==> src/rtl/snn_frame_scheduler.sv <==
// Frame scheduler between the SPI front end and the SNN core: FIFO-buffered input frames,
// periodic release with a one-cycle core enable, settle window and result capture.
// Optional per-output spike counters are built when SCHED_SPIKE_COUNT_EN is defined.
module snn_frame_scheduler #(
  parameter int FIFO_DEPTH    = 4,
  parameter int SPIKE_W       = 24,
  parameter int OUT_W         = 2,
  parameter int SETTLE_CYCLES = 4
) (
  input  logic                            system_clock,
  input  logic                            reset,
  input  logic                            run,
  input  logic [7:0]                      interval,
  input  logic                            frame_valid,
  input  logic [SPIKE_W-1:0]              frame_data,
  output logic                            frame_ready,
  input  logic                            flush,
  input  logic                            clear_flags,
  output logic [SPIKE_W-1:0]              snn_input_spikes,
  output logic                            snn_enable,
  input  logic [OUT_W-1:0]                snn_output_spikes,
  output logic                            result_valid,
  output logic [OUT_W-1:0]                result_spikes,
  output logic [$clog2(FIFO_DEPTH):0]     fifo_count,
  output logic                            underrun,
  output logic                            overrun,
  output logic [OUT_W*8-1:0]              out_spike_counts
);

  localparam int AW = $clog2(FIFO_DEPTH);
  localparam int CW = $clog2(FIFO_DEPTH) + 1;
  localparam int SW = $clog2(SETTLE_CYCLES + 1);

  localparam logic [AW-1:0]      PTR_ZERO    = AW'(1'b0);
  localparam logic [AW-1:0]      PTR_ONE     = AW'(1'b1);
  localparam logic [CW-1:0]      CNT_ZERO    = CW'(1'b0);
  localparam logic [CW-1:0]      CNT_ONE     = CW'(1'b1);
  localparam logic [CW-1:0]      CNT_FULL    = CW'(FIFO_DEPTH);
  localparam logic [SW-1:0]      SET_ZERO    = SW'(1'b0);
  localparam logic [SW-1:0]      SET_ONE     = SW'(1'b1);
  localparam logic [SW-1:0]      SET_LAST    = SW'(SETTLE_CYCLES - 1);
  localparam logic [SPIKE_W-1:0] FRAME_ZERO  = {SPIKE_W{1'b0}};
  localparam logic [OUT_W-1:0]   OUT_ZERO    = {OUT_W{1'b0}};

  typedef enum logic [2:0] {
    IDLE      = 3'd0,
    WAIT_TICK = 3'd1,
    ISSUE     = 3'd2,
    SETTLE    = 3'd3,
    CAPTURE   = 3'd4
  } state_t;

  state_t               state_r, state_next_s;
  logic [7:0]           period_r, period_last_s;
  logic                 tick_s;
  logic [SW-1:0]        settle_r;
  logic                 issue_s, capture_s;

  logic [SPIKE_W-1:0]   mem_r [FIFO_DEPTH];
  logic [AW-1:0]        wr_ptr_r, rd_ptr_r;
  logic [CW-1:0]        count_r, count_next_s;
  logic                 empty_s, push_s, pop_s;

  logic                 ready_r;
  logic [SPIKE_W-1:0]   in_spikes_r;
  logic                 enable_r;
  logic                 res_valid_r;
  logic [OUT_W-1:0]     res_spikes_r;
  logic                 underrun_r, overrun_r;

  // An interval of zero behaves as a period of one cycle.
  assign period_last_s = (interval == 8'd0) ? 8'd0 : (interval - 8'd1);
  assign tick_s        = run && (period_r >= period_last_s);

  assign issue_s   = (state_r == WAIT_TICK) && tick_s;
  assign capture_s = (state_r == SETTLE) && (settle_r == SET_LAST);

  assign empty_s = (count_r == CNT_ZERO);
  assign push_s  = frame_valid && ready_r && !flush;
  assign pop_s   = issue_s && !empty_s;

  // Release period counter, held at zero while the scheduler is stopped.
  always_ff @(posedge system_clock) begin
    if (reset || !run) begin
      period_r <= 8'd0;
    end else if (period_r >= period_last_s) begin
      period_r <= 8'd0;
    end else begin
      period_r <= period_r + 8'd1;
    end
  end

  // FSM state register and settle-window counter.
  always_ff @(posedge system_clock) begin
    if (reset) begin
      state_r  <= IDLE;
      settle_r <= SET_ZERO;
    end else begin
      state_r <= state_next_s;
      if ((state_r == SETTLE) && (state_next_s == SETTLE)) begin
        settle_r <= settle_r + SET_ONE;
      end else begin
        settle_r <= SET_ZERO;
      end
    end
  end

  // FSM next-state decode.
  always_comb begin
    state_next_s = state_r;
    case (state_r)
      IDLE: begin
        if (run) begin
          state_next_s = WAIT_TICK;
        end else begin
          state_next_s = IDLE;
        end
      end
      WAIT_TICK: begin
        if (tick_s) begin
          state_next_s = ISSUE;
        end else if (!run) begin
          state_next_s = IDLE;
        end else begin
          state_next_s = WAIT_TICK;
        end
      end
      ISSUE: begin
        state_next_s = SETTLE;
      end
      SETTLE: begin
        if (settle_r == SET_LAST) begin
          state_next_s = CAPTURE;
        end else begin
          state_next_s = SETTLE;
        end
      end
      CAPTURE: begin
        if (run) begin
          state_next_s = WAIT_TICK;
        end else begin
          state_next_s = IDLE;
        end
      end
      default: begin
        state_next_s = IDLE;
      end
    endcase
  end

  // FIFO occupancy; flush dominates any push or pop in the same cycle.
  always_comb begin
    count_next_s = count_r;
    if (flush) begin
      count_next_s = CNT_ZERO;
    end else if (push_s && !pop_s) begin
      count_next_s = count_r + CNT_ONE;
    end else if (pop_s && !push_s) begin
      count_next_s = count_r - CNT_ONE;
    end else begin
      count_next_s = count_r;
    end
  end

  // FIFO storage; entries carry no reset since occupancy gates every read.
  always_ff @(posedge system_clock) begin
    if (push_s) begin
      mem_r[wr_ptr_r] <= frame_data;
    end
  end

  // FIFO pointers and occupancy registers.
  always_ff @(posedge system_clock) begin
    if (reset || flush) begin
      wr_ptr_r <= PTR_ZERO;
      rd_ptr_r <= PTR_ZERO;
      count_r  <= CNT_ZERO;
      ready_r  <= 1'b1;
    end else begin
      if (push_s) begin
        wr_ptr_r <= wr_ptr_r + PTR_ONE;
      end
      if (pop_s) begin
        rd_ptr_r <= rd_ptr_r + PTR_ONE;
      end
      count_r <= count_next_s;
      ready_r <= (count_next_s != CNT_FULL);
    end
  end

  // Core-facing and result outputs plus sticky flags; a flag set beats a clear.
  always_ff @(posedge system_clock) begin
    if (reset) begin
      in_spikes_r  <= FRAME_ZERO;
      enable_r     <= 1'b0;
      res_valid_r  <= 1'b0;
      res_spikes_r <= OUT_ZERO;
      underrun_r   <= 1'b0;
      overrun_r    <= 1'b0;
    end else begin
      enable_r    <= issue_s;
      res_valid_r <= capture_s;
      if (issue_s) begin
        in_spikes_r <= empty_s ? FRAME_ZERO : mem_r[rd_ptr_r];
      end
      if (capture_s) begin
        res_spikes_r <= snn_output_spikes;
      end
      if (issue_s && empty_s) begin
        underrun_r <= 1'b1;
      end else if (clear_flags) begin
        underrun_r <= 1'b0;
      end
      if (tick_s && (state_r != WAIT_TICK)) begin
        overrun_r <= 1'b1;
      end else if (clear_flags) begin
        overrun_r <= 1'b0;
      end
    end
  end

`ifdef SCHED_SPIKE_COUNT_EN
  logic [OUT_W*8-1:0] spk_cnt_r;

  // Saturating per-output spike counters; an increment coinciding with clear leaves 1.
  always_ff @(posedge system_clock) begin
    if (reset) begin
      spk_cnt_r <= {(OUT_W*8){1'b0}};
    end else begin
      for (int n = 0; n < OUT_W; n++) begin
        if (capture_s && snn_output_spikes[n]) begin
          if (clear_flags) begin
            spk_cnt_r[8*n +: 8] <= 8'd1;
          end else if (spk_cnt_r[8*n +: 8] != 8'hFF) begin
            spk_cnt_r[8*n +: 8] <= spk_cnt_r[8*n +: 8] + 8'd1;
          end
        end else if (clear_flags) begin
          spk_cnt_r[8*n +: 8] <= 8'd0;
        end
      end
    end
  end

  assign out_spike_counts = spk_cnt_r;
`else
  assign out_spike_counts = {(OUT_W*8){1'b0}};
`endif

  assign frame_ready      = ready_r;
  assign fifo_count       = count_r;
  assign snn_input_spikes = in_spikes_r;
  assign snn_enable       = enable_r;
  assign result_valid     = res_valid_r;
  assign result_spikes    = res_spikes_r;
  assign underrun         = underrun_r;
  assign overrun          = overrun_r;

endmodule
==> config.mk <==
export PLATFORM = sky130hd
export DESIGN_NAME = snn_frame_scheduler
export DESIGN_NICKNAME = d
export VERILOG_FILES = /design/src/rtl/snn_frame_scheduler.sv
export SDC_FILE = /design/constraint.sdc
export NUM_CORES = 1
export LEC_CHECK = 0
export CORE_UTILIZATION = 50
export CTS_BUF_LIST = sky130_fd_sc_hd__clkbuf_4
export DETAILED_ROUTE_END_ITERATION = 10
export PLACE_DENSITY_LB_ADDON = 0.15
export SLEW_MARGIN = 10
export SYNTH_ARGS = -nofsm -noshare
export SYNTH_HDL_FRONTEND = slang
export SYNTH_SLANG_ARGS = --single-unit
==> constraint.sdc <==
create_clock -name system_clock -period 3.65 [get_ports system_clock]
set_input_delay 0.73 -clock system_clock [delete_from_list [all_inputs] [get_ports system_clock]]
set_output_delay 0.73 -clock system_clock [all_outputs]
set_load 0.01 [all_outputs]
==> reports/qor.txt, run 1 <==
Detail Route Antenna Nets -> 0
synthesized flop and latch total -> 149
fin nets -> 592
power density cells -> 393.5 mW/mm^2
pre-CTS setup slack -> -141.1 ps
worst-case clock buffer depth -> 2
RR Startpoint -> period_r[2]
Antenna diodes -> 0
DR DRC count -> 0
vias in the first global route -> 3727
Layout area overhead -> 18.84%
die area -> 0.01267 sq mm
Highest Clock Rate -> 305.7 MHz
worst-path maximum fanout -> 6
Chip Height -> 112.6 um
post-synthesis sequential area ratio -> 64.54%
DRT iter0 DRCs -> 185
DR vias -> 3684
Hold Buf Count CTS -> 0
filler-free cell count of the finished design -> 692
Die Wd -> 112.6 um
Worst EP required -> 4110 ps
Clock Latency Late Sink -> 540 ps
FF-to-FF End -> fifo_count[1]
Pleak -> 2.499 nW
commonest non-fill, non-tap cell in the layout -> edfxtp_1
Worst Tran Pin Value -> 904.4 ps
root buf cell -> clkbuf_4
most frequent cells in the layout -> edfxtp_1 (96), clkdlybuf4s50_1 (73), dfxtp_1 (52)
vias per inst -> 5.324
CTS Sinks -> 149
number of H-tree levels -> 4
Worst-path clk slew -> 110 ps
largest net degree at the start of global routing -> 28
Routed Wire Length -> 11430 um
# Post-CTS Setup Buffers -> 0
Post-DP HPWL -> 7259 um
Final Hold Vio Count -> 0
first-pass GRT wire length -> 18540 um
total core area -> 0.01196 sq mm
min Tclk post-route -> 3271 ps
Slew Limit Fails -> 0
RSZ-0062 raised after global routing -> no
Initial DRT Pass Iterations -> 4
routed len/inst -> 16.51 um
maximum vdd ir drop -> 0.2662 mV
startpoint types -> primary input
CTS tree -> built
final setup TNS -> 0 ps
Total GRT Usage -> 19.60%
cell row count -> 40
Hold Path Depth -> 1
Min Hold Slack -> 430.9 ps
Hold Path Class -> reg -> reg
syn avg cell area -> 13.79 sq um
total power -> 2.858 mW
layout cell share with drive strength beyond 1 -> 15.23%
Fill cells -> 961
antenna violations before repair -> 0
Hold Path End -> settle_r[0]
Buffers on Ports -> 73
Inserted Clock Buffers -> 17
Initial Util -> 51.09%
Worst slew margin -> 39.71%
MaxCap Viol Count -> 0
Mapped Area -> 0.006111 sq mm
Post-Synthesis Cells -> 443
status -> completed
Post-synth EDFFs -> 96
Placed Instances -> 661
CP endpoint kind -> register
r2r setup slk -> 1610 ps
Async SR Flop Fraction -> 0%
PostCTS Resize Cnt -> 0
Post-synth top flop -> edfxtp_1
synth warn -> 0
Reg2Reg Depth -> 7
final setup violation count -> 0
worst setup margin -> 378.8 ps
clock skew -> 10.08 ps
worst min-delay path startpoint -> settle_r[0]
fin crit share -> 89.62%
# IOs -> 90
Synth cell types -> 46
grt ovf -> 0
gpl congestion -> 0.8101
critical path data arrival time -> 3730 ps
CP Class -> in -> reg
## report_power, final
part	switching (mW)	internal (mW)	total, mW
Combinational	0.0856	0.0790	0.165
Sequential	0.00810	1.81	1.82
Clock	0.536	0.336	0.872
Total	0.630	2.23	2.86
## state kept, by name, summed over array words and instances (netlist names), named ones only
| signal | count |
|---|---|
| underrun | 1 |
| fifo_count | 3 |
| frame_ready | 1 |
| rd_ptr_r | 2 |
| snn_enable | 1 |
| settle_r | 3 |
| wr_ptr_r | 2 |
| result_spikes | 2 |
| overrun | 1 |
| mem_r | 96 |
| period_r | 8 |
| snn_input_spikes | 24 |
| state_r | 3 |
## cells by family (layout without fill, tap and decap cells)
| logic type | Yosys count | after routing | share of synthesized area, % |
|---|---|---|---|
| buffers and inverters | 48 | 135 | 4.197 |
| AND/OR/NAND/NOR | 131 | 131 | 10.16 |
| other | 1 | 16 | 0.06137 |
| multiplexers | 29 | 29 | 9.685 |
| adder cells (fa/ha/maj) | 20 | 20 | 4.075 |
| XOR/XNOR | 16 | 16 | 2.293 |
| flip-flops | 149 | 149 | 64.54 |
| AO/OA/AOI/OAI | 49 | 49 | 4.996 |
## through the flow
stage | area, sq um | util [%]
6_report | 7262 | 60.71
4_1_cts | 7262 | 60.71
3_3_place_gp | 7029 | 58.77
5_1_grt | 7262 | 60.71
2_1_floorplan | 6167 | -
3_5_place_dp | 7029 | 58.77
## critical path: stages
cell	delay, ps
clkdlybuf4s50_1	430
inv_1	80
ha_1	160
nor2b_1	180
nand3b_1	110
or3_1	400
and2_1	200
ha_1	260
a31oi_1	130
nor2b_1	90
o21a_4	190
o21a_1	180
maj3_2	320
a221oi_2	260
## cell type report
type                    count  area (sq um)  area share [%]
flip-flops and latches    149          3945           54.32
well taps                 147         183.9           2.533
clock inverters            12         90.09           1.241
inverters                  12         45.04          0.6203
repair buffers             92         885.9           12.20
multi-input cells         261          1969           27.12
clock buffers              19         142.6           1.964
## per-layer routing
layer / routed length, um / track usage (%) / part of all wire [%] / vias to the layer above
li1: - / - / - / 1769
met1: 4886 / 24.00 / 43 / 1800
met2: 5754 / 32.18 / 50 / 89
met3: 502 / 5.130 / 4.4 / 26
met4: 283 / 10.04 / 2.5 / 0
met5: 0 / 0 / 0 / -
## synth_stat cells, drive strengths merged (2+ instances only)
| cell | number | area (sq um) |
|---|---|---|
| or3 | 2 | 12.51 |
| nand3b | 2 | 15.01 |
| mux4 | 24 | 540.5 |
| nand3 | 30 | 150.1 |
| nor2 | 34 | 130.1 |
| nand2 | 37 | 138.9 |
| a31oi | 3 | 18.77 |
| buf | 26 | 173.9 |
| o21a | 3 | 31.28 |
| a21oi | 32 | 163.9 |
| or2 | 2 | 12.51 |
| clkbuf | 10 | 37.54 |
| edfxtp | 96 | 2883 |
| inv | 12 | 45.04 |
| a2bb2oi | 2 | 17.52 |
| mux2i | 4 | 40.04 |
| o21ai | 3 | 15.01 |
| nor2b | 4 | 25.02 |
| nor3 | 5 | 25.02 |
| xor2 | 8 | 70.07 |
| a32oi | 3 | 26.28 |
| ha | 19 | 237.7 |
| dfxtp | 53 | 1061 |
| xnor2 | 8 | 70.07 |
| and2 | 5 | 31.28 |
| nand2b | 3 | 18.77 |
## how the worst max path moves through the flow
stage | startpoint | to | slack (ps) | cells past startpoint
3_3_place_gp | interval[0] | fifo_count[1] | -60 | 14
4_1_cts | interval[0] | fifo_count[1] | 430 | 14
3_5_place_dp | interval[0] | fifo_count[1] | -140 | 14
6_report | interval[0] | fifo_count[1] | 380 | 14
5_1_grt | interval[0] | snn_input_spikes[17] | 240 | 15
2_1_floorplan | interval[0] | fifo_count[1] | 280 | 14
Note: power is estimated with default switching activity, not from simulation.
==> inputs of run 2 (changes only) <==
- DONT_BUFFER_PORTS: unset -> 1
- REMOVE_ABC_BUFFERS: unset -> 1
==> reports/qor.txt, run 2 (synthesis results as in run 1) <==
Routed Wire Length -> 10860 um (-4.9%)
# Post-CTS Setup Buffers -> 0 (unchanged)
fin nets -> 509 (-14%)
DRT iter0 DRCs -> 215 (+16%)
CP top delay family -> simple AND/OR/NAND/NOR gates
die area -> 0.01267 sq mm (unchanged)
first-pass GRT wire length -> 17680 um (-4.6%)
cell row count -> 40 (unchanged)
Levels on crit path -> 13 (-1)
min Tclk post-route -> 2997 ps (-274.1 ps)
status -> completed
Die Wd -> 112.6 um (unchanged)
worst-path maximum fanout -> 6 (unchanged)
RSZ-0062 raised after global routing -> no
fin crit share -> 82.11% (-7.5 points)
Placed Instances -> 578 (-13%)
gpl congestion -> 0.8082 (-0.23%)
CTS Sinks -> 149 (unchanged)
maximum vdd ir drop -> 0.3370 mV (+27%)
Inserted Clock Buffers -> 17 (unchanged)
# IOs -> 90 (unchanged)
vias in the first global route -> 3481 (-6.6%)
total core area -> 0.01196 sq mm (unchanged)
FF-to-FF End -> frame_ready
Buffers on Ports -> 0 (-100%)
Initial DRT Pass Iterations -> 4 (unchanged)
Worst slew margin -> 38.25% (-1.5 points)
antenna violations before repair -> 0 (unchanged)
Hold Buf Count CTS -> 0 (unchanged)
clock skew -> 11.86 ps (+1.775 ps)
Chip Height -> 112.6 um (unchanged)
root buf cell -> clkbuf_4
largest net degree at the start of global routing -> 36 (+29%)
grt ovf -> 0 (unchanged)
MaxCap Viol Count -> 0 (unchanged)
pre-CTS setup slack -> 108.0 ps (+249.0 ps)
Reg2Reg Depth -> 8 (+1)
area occupied by multi-input gates -> 0.001969 sq mm (unchanged)
CP Class -> in -> reg
Hold Path End -> snn_input_spikes[8]
Hold Path Class -> in -> reg
Post-DP HPWL -> 6501 um (-10%)
Hold Path Depth -> 1 (unchanged)
Clock Latency Late Sink -> 540 ps (about the same)
most frequent cells in the layout -> edfxtp_1 (96), dfxtp_1 (52), nand2_1 (37)
PostCTS Resize Cnt -> 0 (unchanged)
vias per inst -> 5.489 (+3.1%)
Detail Route Antenna Nets -> 0 (unchanged)
Total GRT Usage -> 19.16% (-0.44 points)
Layout area overhead -> 6.962%
layout cell share with drive strength beyond 1 -> 15.33% (+0.11 points)
worst min-delay path startpoint -> reset
Final Hold Vio Count -> 0 (unchanged)
DR DRC count -> 0 (unchanged)
commonest non-fill, non-tap cell in the layout -> edfxtp_1
CP endpoint kind -> register
power density cells -> 457.3 mW/mm^2 (+16%)
DR vias -> 3348 (-9.1%)
Worst Tran Pin Value -> 926.3 ps (+21.91 ps)
final setup TNS -> 0 ps (unchanged)
Antenna diodes -> 0 (unchanged)
register area -> 0.003945 sq mm (unchanged)
r2r setup slk -> 1490 ps (-120 ps)
CTS tree -> built
Worst EP required -> 4110 ps (about the same)
Initial Util -> 51.09% (unchanged)
Largest register FFs -> 96 (unchanged)
number of H-tree levels -> 4 (unchanged)
Slew Limit Fails -> 0 (unchanged)
crit path cell chain -> inv_1, ha_1, nor2b_1, nand3b_1, or3_1, and2_1, ha_1, a31oi_1, nor2b_1, o21a_4, o21a_1, maj3_2, a221oi_2
startpoint types -> primary input
slowest cell delay on critical path -> 420 ps (about the same)
Worst path slowest cell -> or3_1
Fill cells -> 981 (+2.1%)
worst setup margin -> 652.8 ps (+274.1 ps)
CP bufs+invs -> 1 (-1)
worst-case clock buffer depth -> 2 (unchanged)
Worst-path clk slew -> 110 ps (about the same)
filler-free cell count of the finished design -> 610 (-12%)
RR Startpoint -> fifo_count[0]
routed len/inst -> 17.80 um (+7.8%)
final setup violation count -> 0 (unchanged)
critical path data arrival time -> 3460 ps (-270 ps)
Pleak -> 2.220 nW (-11%)
Highest Clock Rate -> 333.6 MHz (+9.1%)
largest register by flop count -> mem_r
[run 2: worst max-delay path by stage]
stage	slack (ps)	from	endpoint
floorplan	40	interval[0]	underrun
global placement	190	interval[0]	fifo_count[1]
detailed placement	110	interval[0]	fifo_count[1]
CTS	700	interval[0]	fifo_count[1]
global route	440	interval[0]	period_r[2]
finish	650	interval[0]	fifo_count[1]
[run 2: metrics by stage]
step	hold WS, ps	power [mW]	utilization, %	cell area, sq um
final	243.6	2.989	54.64	6536
after global routing	167.5	3.115	54.64	6536
after CTS	190.1	3.025	54.64	6536
after detailed placement	414.7	1.958	52.13	6236
after global placement	408.6	1.955	52.13	6236
after floorplan	399.2	1.933	-	5956
[run 2: where the power goes]
part / internal, mW / switching, mW
sequential: 1.81 / 0.00826
clock: 0.534 / 0.537
combinational: 0.0381 / 0.0584
[run 2: per-layer routing]
layer  global-route usage, %  wire length [um]  vias up
met5                       0                 0        -
met4                   7.467               133        0
met3                   7.721               877       14
met2                   32.35              5507       96
met1                   21.80              4342     1641
li1                        -                 -     1597
[run 2: layout make-up]
cell class	count	share of cell area [%]
Multi-Input combinational cell	261	30.13
Timing Repair Buffer	9	1.417
Inverter	12	0.6891
Clock inverter	14	2.527
Clock buffer	18	2.067
Tap cell	147	2.814
Sequential cell	149	60.36
==> inputs of run 3 (changes only) <==
- clock period: 3.65 -> 3 ns (I/O delays scaled with it)
==> reports/qor.txt, run 3 (synthesis results as in run 1) <==
crit path cell chain -> inv_1, ha_1, nor2b_1, nand3b_1, or3_1, and2_1, ha_1, a31oi_1, nor2b_1, o21a_4, o21a_1, maj3_2, a221oi_2
cell row count -> 40 (unchanged)
Chip Height -> 112.6 um (unchanged)
CP Class -> in -> reg
RSZ-0062 raised after global routing -> no
layout cell share with drive strength beyond 1 -> 17.62% (+2.3 points)
number of H-tree levels -> 4 (unchanged)
CP endpoint kind -> register
Clock Latency Late Sink -> 540 ps (about the same)
PostCTS Resize Cnt -> 0 (unchanged)
pre-CTS setup slack -> -332.6 ps (-440.6 ps)
gpl congestion -> 0.7869 (-2.6%)
filler-free cell count of the finished design -> 618 (+1.3%)
critical path data arrival time -> 3260 ps (-200 ps)
worst setup margin -> 215.5 ps (-437.4 ps)
Hold Path Class -> in -> reg
root buf cell -> clkbuf_4
clock skew -> 20.16 ps (+8.302 ps)
fin crit share -> 92.82%
Antenna diodes -> 0 (unchanged)
Initial DRT Pass Iterations -> 4 (unchanged)
Hold Path End -> snn_input_spikes[9]
Highest Clock Rate -> 359.1 MHz
Buffers on Ports -> 0 (unchanged)
power density cells -> 589.9 mW/mm^2 (+29%)
Worst EP required -> 3470 ps (-640 ps)
most frequent cells in the layout -> edfxtp_1 (96), dfxtp_1 (52), nand2_1 (37)
worst-path maximum fanout -> 6 (unchanged)
Reg2Reg Depth -> 8 (unchanged)
Hold Buf Count CTS -> 0 (unchanged)
Inserted Clock Buffers -> 17 (unchanged)
vias per inst -> 5.416 (-1.3%)
Die Wd -> 112.6 um (unchanged)
r2r setup slk -> 950 ps (-540 ps)
DRT iter0 DRCs -> 179 (-17%)
register area -> 0.003945 sq mm (unchanged)
die area -> 0.01267 sq mm (unchanged)
Pleak -> 2.296 nW (+3.4%)
DR vias -> 3347 (-0.030%)
Slew Limit Fails -> 0 (unchanged)
routed len/inst -> 17.62 um (-1.0%)
Worst-path clk slew -> 130 ps (+20 ps)
MaxCap Viol Count -> 0 (unchanged)
startpoint types -> primary input
total core area -> 0.01196 sq mm (unchanged)
grt ovf -> 0 (unchanged)
status -> completed
largest net degree at the start of global routing -> 36 (unchanged)
Fill cells -> 982 (+0.10%)
first-pass GRT wire length -> 17600 um (-0.47%)
CP bufs+invs -> 1 (unchanged)
Layout area overhead -> 9.418%
maximum vdd ir drop -> 0.4095 mV (+21%)
# IOs -> 90 (unchanged)
slowest cell delay on critical path -> 400 ps (-20 ps)
Largest register FFs -> 96 (unchanged)
RR Startpoint -> period_r[0]
Routed Wire Length -> 10890 um (+0.26%)
min Tclk post-route -> 2785 ps
CTS Sinks -> 149 (unchanged)
area occupied by multi-input gates -> 0.001969 sq mm (unchanged)
final setup TNS -> 0 ps (unchanged)
DR DRC count -> 0 (unchanged)
antenna violations before repair -> 0 (unchanged)
fin nets -> 517 (+1.6%)
Placed Instances -> 586 (+1.4%)
Final Hold Vio Count -> 0 (unchanged)
CP top delay family -> simple AND/OR/NAND/NOR gates
# Post-CTS Setup Buffers -> 0 (unchanged)
worst-case clock buffer depth -> 2 (unchanged)
Initial Util -> 51.09% (unchanged)
worst min-delay path startpoint -> reset
largest register by flop count -> mem_r
CTS tree -> built
Detail Route Antenna Nets -> 0 (unchanged)
Worst path slowest cell -> or3_1
final setup violation count -> 0 (unchanged)
Hold Path Depth -> 1 (unchanged)
Total GRT Usage -> 18.92% (-0.24 points)
FF-to-FF End -> fifo_count[1]
vias in the first global route -> 3442 (-1.1%)
commonest non-fill, non-tap cell in the layout -> edfxtp_1
Post-DP HPWL -> 6694 um (+3.0%)
run 3: worst max-delay path by stage:
stage                      startpoint             to  slack, ps  cells after the start
after floorplan           interval[0]       underrun       -480                     13
after global placement    interval[0]  fifo_count[1]       -220                     13
after detailed placement  interval[0]  fifo_count[1]       -330                     13
after CTS                 interval[0]  fifo_count[1]        270                     13
after global routing      interval[0]  fifo_count[1]         40                     13
final                     interval[0]  fifo_count[1]        220                     13
run 3: stage by stage:
| step | utilization (%) | power [mW] | hold slack (ps) | instance area (sq um) |
|---|---|---|---|---|
| 2_1_floorplan | - | 2.352 | 399.2 | 5956 |
| 3_5_place_dp | 52.64 | 2.385 | 417.5 | 6296 |
| 4_1_cts | 55.90 | 3.988 | 53.48 | 6686 |
| 6_report | 55.90 | 3.944 | 121.7 | 6686 |
| 3_3_place_gp | 52.64 | 2.380 | 408.3 | 6296 |
| 5_1_grt | 55.90 | 4.083 | 41.40 | 6686 |
run 3: where the power goes:
part           leakage [nW]  switching (mW)  internal, mW
Clock                 0.198           0.688         0.918
Sequential             1.30          0.0102          2.21
Combinational         0.798          0.0722        0.0484
run 3: final cells by class:
| cell class | instances | share of cell area [%] |
|---|---|---|
| multi-input combinational | 261 | 29.45 |
| clock buffer | 18 | 2.021 |
| tap | 147 | 2.751 |
| timing repair buffer | 17 | 2.283 |
| sequential | 149 | 59.00 |
| inverter | 12 | 0.6737 |
| clock inverter | 14 | 3.817 |
run 3: layer usage:
metal	vias up	share of wire (%)	global-route usage [%]	wire length (um)
met1	1641	41	21.25	4490
met4	0	1.1	7.822	118
met5	-	0	0	0
li1	1623	-	-	-
met3	9	6.0	7.235	653
met2	74	52	32.35	5627
